--- config.mk ---
export PLATFORM = sky130hd
export DESIGN_NAME = aqe_portb_arb
export DESIGN_NICKNAME = d
export VERILOG_FILES = /design/src/rtl/aqe_portb_arb.sv
export SDC_FILE = /design/constraint.sdc
export NUM_CORES = 1
export LEC_CHECK = 0
export ABC_AREA = 0
export CORE_AREA = 2 2 297 299
export CTS_CLUSTER_DIAMETER = 60
export CTS_CLUSTER_SIZE = 10
export DETAILED_ROUTE_END_ITERATION = 7
export DIE_AREA = 0 0 299 301
export DONT_BUFFER_PORTS = 1
export SETUP_SLACK_MARGIN = 0.4
export SLEW_MARGIN = 5
export SYNTH_ARGS = -nofsm -noshare
export SYNTH_HDL_FRONTEND = slang
export SYNTH_SLANG_ARGS = --single-unit
--- constraint.sdc ---
create_clock -name pll_core_cpuclk -period 3.6 [get_ports pll_core_cpuclk]
set_input_delay 0.9 -clock pll_core_cpuclk [delete_from_list [all_inputs] [get_ports pll_core_cpuclk]]
set_output_delay 0.9 -clock pll_core_cpuclk [all_outputs]
set_load 0.01 [all_outputs]
--- src/rtl/aqe_portb_arb.sv ---
// Two-requester round-robin arbiter for a 128-bit RAM port B. It supports burst ownership,
// a forced release after MAX_BURST beats, and an in-order read-return pipe.
module aqe_portb_arb #(
    parameter int ADDR_W    = 20,
    parameter int RD_LAT    = 2,
    parameter int MAX_BURST = 16
) (
    input  logic              pll_core_cpuclk,
    input  logic              pad_cpu_rst_b,
    input  logic              req0,
    input  logic              req1,
    input  logic              last0,
    input  logic              last1,
    input  logic [15:0]       wen0,
    input  logic [15:0]       wen1,
    input  logic [ADDR_W-1:0] addr0,
    input  logic [ADDR_W-1:0] addr1,
    input  logic [127:0]      wdata0,
    input  logic [127:0]      wdata1,
    output logic              gnt0,
    output logic              gnt1,
    output logic              rvalid0,
    output logic              rvalid1,
    output logic [127:0]      rdata,
    output logic [15:0]       portb_wen,
    output logic [ADDR_W-1:0] portb_addr,
    output logic [127:0]      portb_din,
    input  logic [127:0]      portb_dout
);

    typedef enum logic [1:0] {IDLE = 2'd0, OWN0 = 2'd1, OWN1 = 2'd2} state_t;

    state_t            r_state;
    logic              r_rr_ptr;
    logic [7:0]        r_beat_cnt;
    logic [ADDR_W-1:0] r_addr;
    logic [127:0]      r_din;
    logic [RD_LAT-1:0] r_rd_vld_p;
    logic [RD_LAT-1:0] r_rd_id_p;

    logic              w_gnt0;
    logic              w_gnt1;
    logic              w_win;
    logic              w_acc;
    logic              w_last;
    logic              w_done;
    logic              w_is_rd;
    logic [15:0]       w_wen;
    logic [ADDR_W-1:0] w_addr;
    logic [127:0]      w_din;
    logic [7:0]        w_cnt_nxt;

    // An owner keeps its grant even while its request is low, which parks the port.
    always_comb begin
        w_gnt0 = 1'b0;
        w_gnt1 = 1'b0;
        case (r_state)
            OWN0:    w_gnt0 = 1'b1;
            OWN1:    w_gnt1 = 1'b1;
            default: begin
                if (req0 && req1) begin
                    w_gnt0 = ~r_rr_ptr;
                    w_gnt1 = r_rr_ptr;
                end else begin
                    w_gnt0 = req0;
                    w_gnt1 = req1;
                end
            end
        endcase
    end

    assign w_win     = w_gnt1;
    assign w_acc     = (w_gnt0 & req0) | (w_gnt1 & req1);
    assign w_wen     = w_win ? wen1   : wen0;
    assign w_addr    = w_win ? addr1  : addr0;
    assign w_din     = w_win ? wdata1 : wdata0;
    assign w_last    = w_win ? last1  : last0;
    assign w_cnt_nxt = r_beat_cnt + 8'd1;
    assign w_done    = w_last | (w_cnt_nxt == 8'(MAX_BURST));
    assign w_is_rd   = w_acc & (w_wen == 16'd0);

    always_ff @(posedge pll_core_cpuclk or negedge pad_cpu_rst_b) begin
        if (!pad_cpu_rst_b) begin
            r_state    <= IDLE;
            r_rr_ptr   <= 1'b0;
            r_beat_cnt <= 8'd0;
            r_addr     <= '0;
            r_din      <= '0;
        end else if (w_acc) begin
            r_addr <= w_addr;
            r_din  <= w_din;
            if (w_done) begin
                r_state    <= IDLE;
                r_beat_cnt <= 8'd0;
                r_rr_ptr   <= ~w_win;
            end else begin
                r_state    <= w_win ? OWN1 : OWN0;
                r_beat_cnt <= w_cnt_nxt;
            end
        end
    end

    // Read-return pipe: stage 0 holds the beat issued on the previous cycle.
    always_ff @(posedge pll_core_cpuclk or negedge pad_cpu_rst_b) begin
        if (!pad_cpu_rst_b) begin
            r_rd_vld_p <= '0;
            r_rd_id_p  <= '0;
        end else begin
            r_rd_vld_p[0] <= w_is_rd;
            r_rd_id_p[0]  <= w_win;
            for (int i = 1; i < RD_LAT; i++) begin
                r_rd_vld_p[i] <= r_rd_vld_p[i-1];
                r_rd_id_p[i]  <= r_rd_id_p[i-1];
            end
        end
    end

    assign gnt0       = w_gnt0;
    assign gnt1       = w_gnt1;
    assign rvalid0    = r_rd_vld_p[RD_LAT-1] & ~r_rd_id_p[RD_LAT-1];
    assign rvalid1    = r_rd_vld_p[RD_LAT-1] &  r_rd_id_p[RD_LAT-1];
    assign rdata      = portb_dout;
    assign portb_wen  = w_acc ? w_wen  : 16'd0;
    assign portb_addr = w_acc ? w_addr : r_addr;
    assign portb_din  = w_acc ? w_din  : r_din;

endmodule

== Word-level counts from Yosys, hierarchy flattened ==
Cells that the tools add are included.
Storage, ports and cells
  register bits: 163
  bits of input ports: 462
  output and inout port bits: 296
  word-level logic and storage cells: 38
Cells by class
  $add $sub $neg: 1
  equality and inequality tests: 3
  muxes and demuxes: 14
  bitwise gates (word level): 10
  reduce and logical (&&, ||, !) cells: 3
Operators with widths (number)
  2-to-1 mux 128 bit: 2
  2-to-1 mux 20 bit: 2
  2-to-1 mux 16 bit: 2
  logical NOT 16 bit: 1
  adder 8 x 1 -> 8 bit, second input constant: 1
  equality test 8 x 5 -> 1 bit, second input constant: 1
  2-to-1 mux 8 bit: 1
  AND 1 bit: 5
  2-to-1 mux 2 bit: 2
  case mux 1 bit (2 select lines): 2
  2-to-1 mux 1 bit: 3
  NOT 1 bit: 3
  equality test 2 x 1 -> 1 bit, second input constant: 1
  equality test 2 bit, second input constant: 1
  bitwise OR 1 bit: 2
  AND reduction 2 bit: 1
  logical AND 1 bit: 1

== Depth between registers and ports, before layout ==
Gate-level depths: netlist (run 1).
  depth after elaboration: 6
  mapped depth: 10
  gate-level depth less buffers: 8

== Least setup slack after synthesis (run 1) ==
Ideal clock, no wire load.
  path type: in2out
  start point: input port req0
  end point: output port portb_addr[0]
  data arrival time: 1.950 ns
  data required time: 2.700 ns
  slack: 0.750 ns
  stages: 8
  buffers on the path: 3
  path through: nand2b_1 a31oi_2 buf_6 nor2_4 buf_6 buf_6 a22oi_2 nand2_1
Between the ends
  cells in the longest elaborated chain, start to end: 6
  elaborated cells between the ends (all ways): 10
  classes of those cells: 6 x mux; 3 x bitwise; 1 x reduce/logical
Ends and longest elaborated chain
  start, declared: RTL line 10  | input logic req0,
  logical AND 1 bit: RTL line 61  | if (req0 && req1) begin
  2-to-1 mux 1 bit: RTL line 61
  case mux 1 bit (2 select lines): RTL line 57  | case (r_state)
  AND 1 bit: RTL line 73  | assign w_acc = (w_gnt0 & req0) | (w_gnt1 & req1);
  bitwise OR 1 bit: RTL line 73
  2-to-1 mux 20 bit (*)
  end, declared: RTL line 26  | output logic [ADDR_W-1:0] portb_addr,
Mark *: on every way between the ends. The rest lies on a longest branch, timed or not.

== Worst setup path after layout (run 1) ==
  start point: register r_state[1]
  end point: output port portb_din[69]
Between the ends
  cells in the longest elaborated chain, start to end: 5
  elaborated cells between the ends (all ways): 9
  classes of those cells: 2 x eq/ne; 4 x mux; 3 x bitwise
Ends and longest elaborated chain
  start, declared: RTL line 33  | state_t r_state;
  start signal, assigned: RTL line 97  | r_state <= w_win ? OWN1 : OWN0;
  equality test 2 bit / equality test 2 x 1 -> 1 bit (equally long branches): RTL line 57
  case mux 1 bit (2 select lines): RTL line 57
  AND 1 bit: RTL line 73
  bitwise OR 1 bit: RTL line 73
  2-to-1 mux 128 bit (*)
  end, declared: RTL line 27  | output logic [127:0] portb_din,
Marks and branches as above.

==> key figures, run 1 <==
Routing
  • Drt first pass iters: 5
  • DRT iter0 DRCs: about 470
  • Final wirelength: 42400 microns
  • Vias per cell: 3.29
  • Routed Antenna Nets: 0
  • Vias: roughly 6600
  • Per-cell routed wire length: 21.3 microns
  • Post-route DRC: 0

Critical path
  • Slowest-stage cell, CP: dfrtp_1
  • Critical register-to-register path endpoint: r_rr_ptr$_DFFE_PN0P_
  • Crit path launch: r_state[1]$_DFFE_PN0N_
  • Crit path kind: flip-flop to primary output
  • Flop-to-flop setup slack: 1.15 ns
  • CP Data Required Time: 2.70 ns
  • Crit path to: portb_din[69]
  • CP arrival: 2.42 ns
  • R2R Path Start: r_state[1]$_DFFE_PN0N_
  • Crit-path max FO: 45
  • Crit-path cells: ha_4, buf_4, and2_2, o21a_4, buf_16, nand2_1, nand2_2
  • Worst path max stage delay: 0.41 ns
  • Worst Setup End Kind: primary output
  • FF-to-FF path depth: 7
  • CP Launch Type: flip-flop

Power
  • P_leak: 0.00442 uW
  • Internal power: 6280 uW
  • Gate power share: 57.5%
  • Worst VDD drop: 0.512 mV
  • Flop pwr share: 25.5%
  • Net Switching: 5450 uW
  • Switching part of the total power: roughly 46%
  • Pwr dens: 1050 nW/um^2
  • Clock power share: 16.9%

Yosys
  • EDFF count, synth: 0
  • Register area share after synthesis: 46.0%
  • Synth Register Bits: 163
  • Ys async rst share: between 90% and 100%
  • Post-Syn Area per Cell: 9.59 sq um
  • Synthesis Warnings: 0
  • Most used DFF post-synth: dfrtp_1
  • Syn Nets: 1390
  • Post-synthesis cell area: 8870 sq um
  • Synth cell types: 39
  • Synth Instances: 925

STA
  • Final Skew: 0.0145 ns
  • Least-Margin Pin Slew: 0.605 ns
  • Setup TNS: 0 ns
  • Crit path time final: 3.32 ns
  • Unrepaired setup endpoints after global routing: true
  • Final worst-path cycle share: 92.2%
  • Pins Over Slew Limit: 0
  • Final Hold Fails: 0
  • Relative slew slack: between 50% and 60%
  • Achievable Freq: ~300 MHz
  • Final setup fails: 0
  • Hold Worst Slack: 0.0985 ns

Cells and area
  • Layout cells sized above 1: 37.1%
  • Final Util: between 10% and 20%
  • Fill cell count: between 9000 and 10000
  • Filler-free cell count of the finished design: 1994
  • Multi-input gate area: 3820 sq um
  • Design area: 11100 sq um
  • # nets final: 1289
  • FF+latch area: 4080 sq um
  • P&R area growth vs syn: 25.3%

CTS
  • Sink Count: roughly 160
  • H-tree Lvls: 4
  • TritonCTS Buffers: 17
  • Clock Tree Root: clkbuf_16
  • CTS max path bufs: 2
  • TritonCTS clock tree: done
  • Clock-pin slew on the worst setup and hold paths: 0.07 ns
  • Worst-Skew Late Latency: about 0.51 ns

GRT
  • Vias in the first global route: about 6400
  • Largest net degree at the start of global routing: about 160
  • Grt ovf: 0
  • Initial antenna violation count: 6
  • Global Route Usage Sum: 8.56%
  • First-pass GRT wire length: 51800 microns

Place
  • Placed cells: about 1900
  • Number of port buffers: 0
  • HPWL after DPL: around 27000 microns
  • RePlAce Congestion: 0.752
  • DP Area: 9230 sq um

Die
  • Die area: 90000 sq um
  • Die X: 299 microns
  • Chip height: approximately 300 microns
  • Io pins: 758
  • Row count: 108
  • Initial Util: 10.3%
  • Core box area: 86500 sq um

Flow run
  • Max-Cap Viols: 0

Worst hold path
  • HP Class: input port to asynchronous set/reset pin

Run status
  • Status: completed
## logic make-up (layout without fill, tap and decap cells)
| family | after synthesis | count (layout) | share of synthesized area, % |
|---|---|---|---|
| buf+inv | 189 | 100 | 15.3 |
| other cells | 0 | 3 | 0 |
| mux | 4 | 4 | 0.508 |
| compound gates | 186 | 186 | 20.6 |
| fa+ha+maj | 3 | 3 | 0.423 |
| flops | 163 | 163 | 46.0 |
| simple gates | 380 | 380 | 17.1 |
## worst max-delay path: cells and delay by family (launching register included)
| kind | cells | cell delay (ns) |
|---|---|---|
| buffers and inverters | 2 | 0.32 |
| DFF | 1 | 0.41 |
| adders and majority gates | 1 | 0.28 |
| AOI/OAI and AO/OA | 1 | 0.24 |
| and+or+nand+nor | 3 | 0.54 |
## cell type report
class,count,share of cell area (%)
clock buffer,17,3.83
multi-input combinational,573,34.4
sequential,163,36.7
antenna,3,0.0676
timing repair buffer,64,10.2
tap,1155,13.0
inverter,5,0.214
clock inverter,14,1.62
## sequential cells by signal, summed over array words and instances, names as in the netlist
| register | count |
|---|---|
| r_addr | 20 |
| r_rd_vld_p | 2 |
| r_state | 2 |
| r_rd_id_p | 2 |
| r_beat_cnt | 8 |
| r_din | 128 |
| r_rr_ptr | 1 |
## placed cells by master, fill, tap and decap left out, types with 6 or more instances in the layout
cell type  count
buf_12         7
a22oi_2      128
dfrtp_1      163
buf_4         22
nand2_1      269
o21ai_0        8
nor4_1         9
buf_16        18
nor2_1         6
a21oi_1       16
clkbuf_16     24
a22oi_1       20
nand2_2       68
## how the worst min path moves through the flow
stage | from | endpoint | slack, ns | depth (start not counted)
4_1_cts | pad_cpu_rst_b | r_addr[2]$_DFF_PN0_ | 0.02 | 0
2_1_floorplan | r_rd_id_p[0]$_DFF_PN0_ | r_rd_id_p[1]$_DFF_PN0_ | 0.33 | 0
6_report | pad_cpu_rst_b | r_din[104]$_DFF_PN0_ | 0.1 | 0
3_5_place_dp | r_rd_id_p[0]$_DFF_PN0_ | r_rd_id_p[1]$_DFF_PN0_ | 0.33 | 0
3_3_place_gp | r_rd_id_p[0]$_DFF_PN0_ | r_rd_id_p[1]$_DFF_PN0_ | 0.33 | 0
5_1_grt | pad_cpu_rst_b | r_addr[2]$_DFF_PN0_ | 0.04 | 0
## layer usage
layer	track usage, %	vias up	share of wire, %
met5	0	-	0.14
met4	5.31	8	5.2
li1	-	2832	-
met2	13.2	484	47
met1	9.20	3123	35
met3	4.54	122	12
## stage by stage
stage          total power [uW]  setup slack (ns)
3_3_place_gp               7650             0.499
4_1_cts                   11100             0.231
5_1_grt                   12400             0.165
3_5_place_dp               7740             0.482
6_report                  11700             0.282
2_1_floorplan              6800             0.750
## power by group through the flow
| stage | Combinational, uW | Clock [uW] | Sequential [uW] |
|---|---|---|---|
| floorplan | 3890 | 0 | 2920 |
| global placement | 4680 | 0 | 2970 |
| detailed placement | 4750 | 0 | 2990 |
| CTS | 6040 | 2090 | 2970 |
| global route | 7240 | 2150 | 3060 |
| finish | 6750 | 1990 | 2990 |
## cell usage after synthesis, types with 2 or more instances
| cell type | count | area share (%) |
|---|---|---|
| a21oi_1 | 18 | 1.0 |
| a22oi_1 | 48 | 4.1 |
| a22oi_2 | 100 | 14 |
| and2_1 | 3 | 0.21 |
| buf_2 | 11 | 0.62 |
| buf_4 | 137 | 12 |
| buf_6 | 16 | 2.0 |
| clkbuf_1 | 20 | 0.85 |
| dfrtp_1 | 163 | 46 |
| ha_1 | 3 | 0.42 |
| inv_1 | 4 | 0.17 |
| mux2i_1 | 3 | 0.34 |
| nand2_1 | 340 | 14 |
| nand3_1 | 5 | 0.28 |
| nand4_1 | 2 | 0.14 |
| nor2_1 | 6 | 0.25 |
| nor2b_1 | 3 | 0.21 |
| nor3_1 | 3 | 0.17 |
| nor4_1 | 9 | 0.63 |
| o21a_1 | 2 | 0.17 |
| o21ai_0 | 10 | 0.56 |
| o21ai_1 | 2 | 0.11 |
## repair_timing
item,in CTS,in global routing
hold buffers,0,0
gates cloned,13,10
setup endpoints to repair,164,164
pin swaps,15,41
resized for setup,48,101
setup buffers,15,8
No activity file was read; power rests on OpenSTA's default activity.
==> run 2, diff against run 1 <==
- SLEW_MARGIN: 5 -> default
==> results of run 2 <==
Final layout, timing and power as in run 1 (identical DEF).
